===== config.mk =====
export PLATFORM = sky130hd
export DESIGN_NAME = result_hex_tx
export DESIGN_NICKNAME = d
export VERILOG_FILES = /design/src/rtl/hex_fmt_pkg.sv /design/src/rtl/nibble_to_ascii.sv /design/src/rtl/result_hex_tx.sv
export SDC_FILE = /design/constraint.sdc
export NUM_CORES = 1
export LEC_CHECK = 0
export ABC_AREA = 1
export CORE_MARGIN = 3
export CORE_UTILIZATION = 59
export CTS_BUF_LIST = sky130_fd_sc_hd__clkbuf_4
export DETAILED_ROUTE_END_ITERATION = 8
export DONT_BUFFER_PORTS = 1
export PLACE_DENSITY = 0.82
export SYNTH_ARGS = -nofsm -noshare
export SYNTH_HDL_FRONTEND = slang
export SYNTH_SLANG_ARGS = --single-unit
export TNS_END_PERCENT = 100

===== constraint.sdc =====
create_clock -name clk -period 1.7 [get_ports clk]
set_input_delay 0.17 -clock clk [delete_from_list [all_inputs] [get_ports clk]]
set_output_delay 0.17 -clock clk [all_outputs]
set_load 0.02 [all_outputs]

===== src/rtl/hex_fmt_pkg.sv =====
// Shared types, ASCII constants and helpers for the result hex formatter.
package hex_fmt_pkg;

  typedef enum logic [2:0] {
    IDLE = 3'd0,
    HEX  = 3'd1,
    CR   = 3'd2,
    LF   = 3'd3,
    DONE = 3'd4
  } state_t;

  localparam logic [7:0] ASCII_0  = 8'h30;
  localparam logic [7:0] ASCII_UA = 8'h41;
  localparam logic [7:0] ASCII_LA = 8'h61;
  localparam logic [7:0] ASCII_CR = 8'h0D;
  localparam logic [7:0] ASCII_LF = 8'h0A;

  // Index of the most significant nonzero nibble; 0 when the value is zero,
  // so at least one digit is always produced.
  function automatic logic [2:0] lead_nibble_idx(input logic [31:0] value);
    logic [2:0] idx;
    idx = 3'd0;
    for (int i = 0; i < 8; i++) begin
      if (value[i*4 +: 4] != 4'h0) idx = i[2:0];
    end
    return idx;
  endfunction

endpackage


===== src/rtl/nibble_to_ascii.sv =====
// Combinational mapping of one hex nibble to its ASCII character.
module nibble_to_ascii
  import hex_fmt_pkg::*;
#(
  parameter bit UPPERCASE = 1'b1
) (
  input  logic [3:0] i_nibble,
  output logic [7:0] o_ascii
);

  // Digits map onto '0'..'9'; 10..15 map onto the selected letter case.
  always_comb begin
    if (i_nibble < 4'd10) begin
      o_ascii = ASCII_0 + {4'h0, i_nibble};
    end else begin
      o_ascii = (UPPERCASE ? ASCII_UA : ASCII_LA) + {4'h0, i_nibble} - 8'd10;
    end
  end

endmodule


===== src/rtl/result_hex_tx.sv =====
// Latches a 32-bit product and streams it as ASCII hex (MS nibble first),
// optionally followed by CR LF, over a valid/ready byte handshake.
module result_hex_tx
  import hex_fmt_pkg::*;
#(
  parameter bit SUPPRESS_ZEROS = 1'b1,
  parameter bit UPPERCASE      = 1'b1,
  parameter bit NEWLINE        = 1'b1
) (
  input  logic        clk,
  input  logic        rst,
  input  logic [31:0] result,
  input  logic        alu_done,
  input  logic        tx_ready,
  output logic [7:0]  tx_data,
  output logic        tx_valid,
  output logic        busy,
  output logic        fmt_done,
  output logic        overrun
);

  state_t      r_state;
  state_t      w_state_next;
  logic [31:0] r_shadow;
  logic [31:0] w_shadow_next;
  logic [2:0]  r_idx;
  logic [2:0]  w_idx_next;
  logic        r_overrun;
  logic        w_overrun_next;
  logic [3:0]  w_nibble;
  logic [7:0]  w_hex_char;

  assign w_nibble = r_shadow[{r_idx, 2'b00} +: 4];
  assign overrun  = r_overrun;

  nibble_to_ascii #(
    .UPPERCASE (UPPERCASE)
  ) u_nibble_to_ascii (
    .i_nibble (w_nibble),
    .o_ascii  (w_hex_char)
  );

  // State, shadow, nibble index and sticky overrun registers.
  always_ff @(posedge clk or posedge rst) begin
    if (rst) begin
      r_state   <= IDLE;
      r_shadow  <= 32'h0;
      r_idx     <= 3'd0;
      r_overrun <= 1'b0;
    end else begin
      r_state   <= w_state_next;
      r_shadow  <= w_shadow_next;
      r_idx     <= w_idx_next;
      r_overrun <= w_overrun_next;
    end
  end

  // Next-state and output decode. Outputs depend only on registered state,
  // so tx_valid never depends combinationally on tx_ready.
  always_comb begin
    w_state_next   = r_state;
    w_shadow_next  = r_shadow;
    w_idx_next     = r_idx;
    w_overrun_next = r_overrun;
    tx_data        = 8'h00;
    tx_valid       = 1'b0;
    busy           = 1'b0;
    fmt_done       = 1'b0;

    // A result is accepted only in IDLE; anywhere else (including DONE and
    // the cycle of the final transfer) it is dropped and flagged.
    if (alu_done) begin
      if (r_state == IDLE) begin
        w_shadow_next  = result;
        w_idx_next     = SUPPRESS_ZEROS ? lead_nibble_idx(result) : 3'd7;
        w_overrun_next = 1'b0;
        w_state_next   = HEX;
      end else begin
        w_overrun_next = 1'b1;
      end
    end

    case (r_state)
      IDLE: ;
      HEX: begin
        tx_data  = w_hex_char;
        tx_valid = 1'b1;
        busy     = 1'b1;
        if (tx_ready) begin
          if (r_idx != 3'd0) w_idx_next = r_idx - 3'd1;
          else               w_state_next = NEWLINE ? CR : DONE;
        end
      end
      CR: begin
        tx_data  = ASCII_CR;
        tx_valid = 1'b1;
        busy     = 1'b1;
        if (tx_ready) w_state_next = LF;
      end
      LF: begin
        tx_data  = ASCII_LF;
        tx_valid = 1'b1;
        busy     = 1'b1;
        if (tx_ready) w_state_next = DONE;
      end
      DONE: begin
        fmt_done     = 1'b1;
        w_state_next = IDLE;
      end
      default: w_state_next = IDLE;
    endcase
  end

endmodule


# After elaboration in Yosys (flattened, before gate mapping)
# Index checks and enable logic that the tools add are counted.
totals:
  regBits: 39
  inputBits: 36
  out_inout_bits: 12
  elab_cells: 49
classes:
  n_addsub: 4
  n_lt_le_gt_ge: 1
  eq_ne: 4
  shift: 1
  n_mux: 24
  reduce_logical: 11
op_table:
  columns: ["op", "n"]
  rows:
  - ["$mux W3", 17]
  - ["$shiftx A32 B6 Y4", 1]
  - ["$reduce_bool A4 Y1", 7]
  - ["$pmux W8 S3", 1]
  - ["$pmux W3 S4", 1]
  - ["$add A7 B4 Y8 const A", 1]
  - ["$mux W8", 1]
  - ["$sub A8 B4 Y8 const B", 1]
  - ["$add A6 B4 Y7 const A", 1]
  - ["$eq A3 B2 Y1 const B", 2]
  - ["$lt A4 B4 Y1 const B", 1]
  - ["$mux W1", 4]
  - ["$eq A3 B1 Y1 const B", 1]
  - ["$eq A3 B3 Y1 const B", 1]
  - ["$logic_not A3 Y1", 1]
  - ["$reduce_bool A3 Y1", 1]
  - ["$reduce_or A3 Y1", 1]
  - ["$sub A3 B1 Y3 const B", 1]
  - ["$reduce_and A2 Y1", 1]

# Logic depth before layout (Yosys ltp)
logic_depth:
  ltp_word: 13
  ltp_mapped: 14
  depth_no_buf: 12

# Cells and area by module
# From an unflattened synthesis, not the netlist that was laid out.
unflattened:
  cells_unflattened: 315
  area_unflattened_um2: 2203.4
modules_own_cells:
  columns: ["mod", "n_inst", "cells_each", "area_each_um2", "seq_area_each_um2"]
  rows:
  - ["result_hex_tx", 1, 290, 2079.5, 975.9]
  - ["nibble_to_ascii", 1, 25, 123.9, 0.0]

# Least setup slack after synthesis
# Ideal clock, no wire load.
synth_path:
  kind: "flip-flop to output port"
  from: "register r_idx[0]"
  to: "output tx_data[2]"
  t_arrival_ps: 1576
  required_ps: 1530
  path_slack_ps: -46
  path_stages_with_launch: 15
  path_buffers: 2
  path_cell_list: "dfrtp_1 buf_6 buf_8 nor2_1 nor2_1 o21ai_0 nand2_1 nand2_1 nand2_1 inv_1 ha_1 nand3b_1 nand4_1 nand2_1 nand2_1"
synth_between:
  elab_chain_len: 5
  elab_cells_between_ends: 7
  cone_classes: "add/sub: 3; order compare: 1; shift: 1; mux: 2"
synth_rtl:
  columns: ["item", "line_no", "source"]
  rows:
  - ["start: declaration", "result_hex_tx.sv:26", "logic [2:0] r_idx;"]
  - ["start signal: assignment", "result_hex_tx.sv:53", "r_idx <= w_idx_next;"]
  - ["$shiftx A32 B6 Y4 (*)", "result_hex_tx.sv:33", "assign w_nibble = r_shadow[{r_idx, 2'b00} +: 4];"]
  - ["$add A7 B4 Y8", "nibble_to_ascii.sv:16", "o_ascii = (UPPERCASE ? ASCII_UA : ASCII_LA) + {4'h0, i_nibble} - 8'd10;"]
  - ["$sub A8 B4 Y8", "nibble_to_ascii.sv:16", null]
  - ["$mux W8 (*)", "nibble_to_ascii.sv:13", "if (i_nibble < 4'd10) begin"]
  - ["$pmux W8 S3 (*)", "result_hex_tx.sv:83", "case (r_state)"]
  - ["end: declaration", "result_hex_tx.sv:15", "output logic [7:0] tx_data,"]
# Every way passes the cells marked *; elsewhere a longest branch is shown, timed or not.

# Worst setup path in the final report
# Same ends and word-level chain as after synthesis.

==> metrics.csv <==
stage,metric,value,unit
sta,worstMarginPinSlew,0.577,ns
power_and_ir_drop,peakVddDrop,0.00118,V
sta,setup_viol,7,
yosys,synth_top_area_share,0.420,
yosys,synth_edf_count,0,
drt,drcViolationCount,0,
floorplan,initial_core_util,0.625,
global_route,grt_pass1_wl,9.74,mm
final_layout,nNetsFinal,415,
critical_path,path_cells,"buf_12, clkinv_8, buf_12, nand2_1, nand3_1, nand3_2, nand2_2, nand2_2, buf_4, nand4_1, nand2_1, nand2_2",
power_and_ir_drop,p_leak,0.00160,uW
final_layout,areaGrowthSynthToFinish,33.4,%
sta,hold_viol_final,0,
sta,fin_skew,0.0141,ns
sta,finalMaxSlewViolations,0,
hold_path,holdPathStages,2,
global_route,grt_busiest_layer,met2,
clock_network,cts-root-buf,clkbuf_4,
yosys,avgSynthCellArea,7.21,um^2
yosys,yosys.area.top_type,dfrtp_1,
global_route,first_global_vias,2261,
outcome,violations,negative setup slack,
critical_path,endpoint_kind,primary output,
final_layout,fill_cells,224,
drt,first_pass_iters,5,
critical_path,regToRegSetupSlack,0.08,ns
critical_path,cp.required,1.53,ns
final_layout,drive_gt1_frac,0.215,
floorplan,die_h,68.7,um
critical_path,r2r-start,r_idx[0],
drt,vias_per_cell,5.36,
yosys,synthFlopType,dfrtp_1,
global_route,use_met1,0.311,
sta,period_share,1.30,
hold_path,min_from,tx_ready,
sta,setup_slack,-0.508,ns
floorplan,core_area,0.00372,mm^2
critical_path,cpMaxStageDelayCell,dfrtp_2,
floorplan,die_w,68.7,um
sta,fmax,453,MHz
final_layout,diodes,0,
critical_path,r2r-end,r_idx[0],
critical_path,worstSetupPathType,reg -> out,
placement,port_buffers,0,
clock_network,cts_buffers,5,
drt,dr_total_vias,2278,
sta,max_slew_margin,0.612,
critical_path,max_stage_delay,0.47,ns
power_and_ir_drop,cellPowerDensity,2150,mW/mm^2
yosys,ys_ff_latch,39,
yosys,ys_seq_area_frac,0.420,
outcome,status,"complete, but fails checks",
yosys,synth_warnings,0,
placement,place_ws,-0.124,ns
hold_path,whs_endpoint,r_idx[1],
critical_path,crit_path_max_fanout,16,
yosys,syn_area,0.00232,mm^2
final_layout,final_util,0.833,
critical_path,arrival,2.04,ns
critical_path,start_kind,register,
placement,hpwl,3.89,mm
yosys,synthArstFlopShare,1.00,
sta,rsz0062_at_grt,yes,
drt,drt_iter0_drc,174,
clock_network,clk_latency,0.36,ns
critical_path,cp_top_family,simple AND/OR/NAND/NOR gates,
clock_network,path_clk_slew,0.15,ns
clock_network,clock_path_buffers,2,
hold_path,min_path_type,in -> reg,
placement,routabilityCongestion,0.892,
global_route,grt_util_all_layers,0.277,
global_route,grt_remaining_overflow,0,
floorplan,row_count,22,
clock_network,clock-sinks,39,
global_route,use_met3,0.0583,
global_route,grt_max_degree,40,
critical_path,r2r_cells,9,
critical_path,crit_buf_inv,4,
yosys,synthTopCellsByArea,"dfrtp_1 42%, nand2_1 14%, inv_1 9.7%, o21ai_0 8.4%, nand3_1 4.5%",
floorplan,io_pins,48,
critical_path,worst-path-stages,12,
placement,postPlaceCellArea,0.00248,mm^2
flow_run,drv_cap,0,
yosys,synthDistinctLibCells,31,
global_route,antenna_found_initial,0,
global_route,grt.met2_usage,0.511,
clock_network,htreeDepth,2,
drt,routedWlPerCell,15.0,um
clock_network,cts_tree,yes,
final_layout,stdcell_area,0.00310,mm^2
yosys,mappedNetlistNets,361,
sta,final.min_clock_period,2.21,ns
drt,wirelength,6.37,mm
critical_path,crit_top_cell,nand2_2,
floorplan,die_area,0.00472,mm^2
yosys,synth_cells,322,
drt,antenna_left,0,
==> cell type report <==
cell class                      instances  area, um^2  share of cell area
Clock buffer                            5        37.5              0.0121
Clock inverter                          3        71.3              0.0230
Inverter                               63         251              0.0812
Multi-Input combinational cell        206        1110               0.358
Sequential cell                        39         978               0.316
Tap cell                               48        60.1              0.0194
Timing Repair Buffer                   61         589               0.190
==> worst reg2reg max path, cell delays in order (launching register included) <==
cell,delay (ns)
dfrtp_2,0.45
buf_12,0.16
clkinv_8,0.10
buf_4,0.14
ha_1,0.19
nand2_2,0.11
nand3_4,0.12
o21ai_2,0.09
a21oi_1,0.05
a21oi_1,0.15
==> cells in the final DEF, fill, tap and decap left out, types with 2 or more instances in the layout <==
master | synthesis | routed
nand2_4 | 1 | 2
inv_2 | 2 | 3
nor2_1 | 16 | 12
o21ai_2 | 0 | 2
buf_12 | 0 | 2
bufinv_16 | 0 | 2
o22ai_1 | 2 | 2
a21oi_1 | 4 | 4
o21ai_1 | 0 | 3
nand3_1 | 21 | 13
nand2_1 | 88 | 80
ha_1 | 3 | 2
dfrtp_1 | 39 | 37
nand2_2 | 10 | 17
nor2_2 | 1 | 4
nor3_1 | 5 | 5
buf_4 | 3 | 23
nand4_1 | 5 | 5
clkbuf_4 | 0 | 5
dlygate4sd3_1 | 0 | 34
inv_1 | 60 | 58
nand3_2 | 2 | 9
dfrtp_2 | 0 | 2
o21ai_0 | 39 | 34
==> metrics by stage <==
stage | hold WS [ns] | power (uW) | TNS (ns) | std cells
6_report | 0.00979 | 6650 | -3.42 | 425
4_1_cts | 0.00738 | 6080 | -3.08 | 421
5_1_grt | 0.0181 | 7130 | -4.11 | 425
2_1_floorplan | 0.280 | 4120 | -0.00960 | 322
3_3_place_gp | 0.200 | 4900 | -0.183 | 378
3_5_place_dp | 0.201 | 5030 | -0.479 | 378
==> sequential cells by signal (all words and copies together) (netlist names) <==
| register | count |
|---|---|
| r_state | 3 |
| overrun | 1 |
| r_idx | 3 |
| r_shadow | 32 |
==> synth_stat cells (2+ instances only) <==
cell,count
inv_2,2
nor3_1,5
inv_1,60
buf_4,3
dfrtp_1,39
nand2_1,88
nand2_2,10
nand3_2,2
o21ai_0,39
ha_1,3
nand3_1,21
nor2_1,16
o22ai_1,2
clkbuf_1,2
nand4_1,5
buf_8,2
buf_2,6
a21oi_1,4
==> what timing repair did <==
action	in CTS	in global routing
setup endpoints to repair	7	9
resized for setup	11	26
hold buffers	34	0
pin swaps	0	4
setup buffers	1	3
gates cloned	0	1
hold endpoints to repair	72	0
==> cells by family (layout without fill, tap and decap cells) <==
kind of cell             after synthesis  in the layout  synth area share
AND/OR/NAND/NOR                      152            152             0.294
buffers and inverters                 77            132             0.149
AO/OA/AOI/OAI                         49             49             0.116
flip-flops                            39             39             0.420
adder cells (fa/ha/maj)                3              3            0.0162
other                                  1              1           0.00161
XOR/XNOR                               1              1           0.00377
==> routing by layer <==
metal,routed length [um],vias to the layer above
met1,2510,1074
met2,3360,78
met3,333,18
li1,-,1108
met4,171,0
met5,0,-
==> report_power, final <==
group	switching (uW)	total (uW)	leakage [uW]	internal [uW]
Combinational	2480	4150	0.00106	1670
Sequential	314	1670	0.000479	1360
Clock	363	831	0.0000573	468
Total	3160	6650	0.00160	3490
==> worst max-delay path by stage <==
stage,start,slack (ns),endpoint
2_1_floorplan,r_idx[0],-0.01,tx_data[2]
3_3_place_gp,r_idx[0],-0.07,tx_data[2]
3_5_place_dp,r_idx[0],-0.12,tx_data[2]
4_1_cts,r_idx[0],-0.50,tx_data[2]
5_1_grt,r_idx[0],-0.61,tx_data[2]
6_report,r_idx[0],-0.51,tx_data[2]
Power figures use the tool's default switching activity.
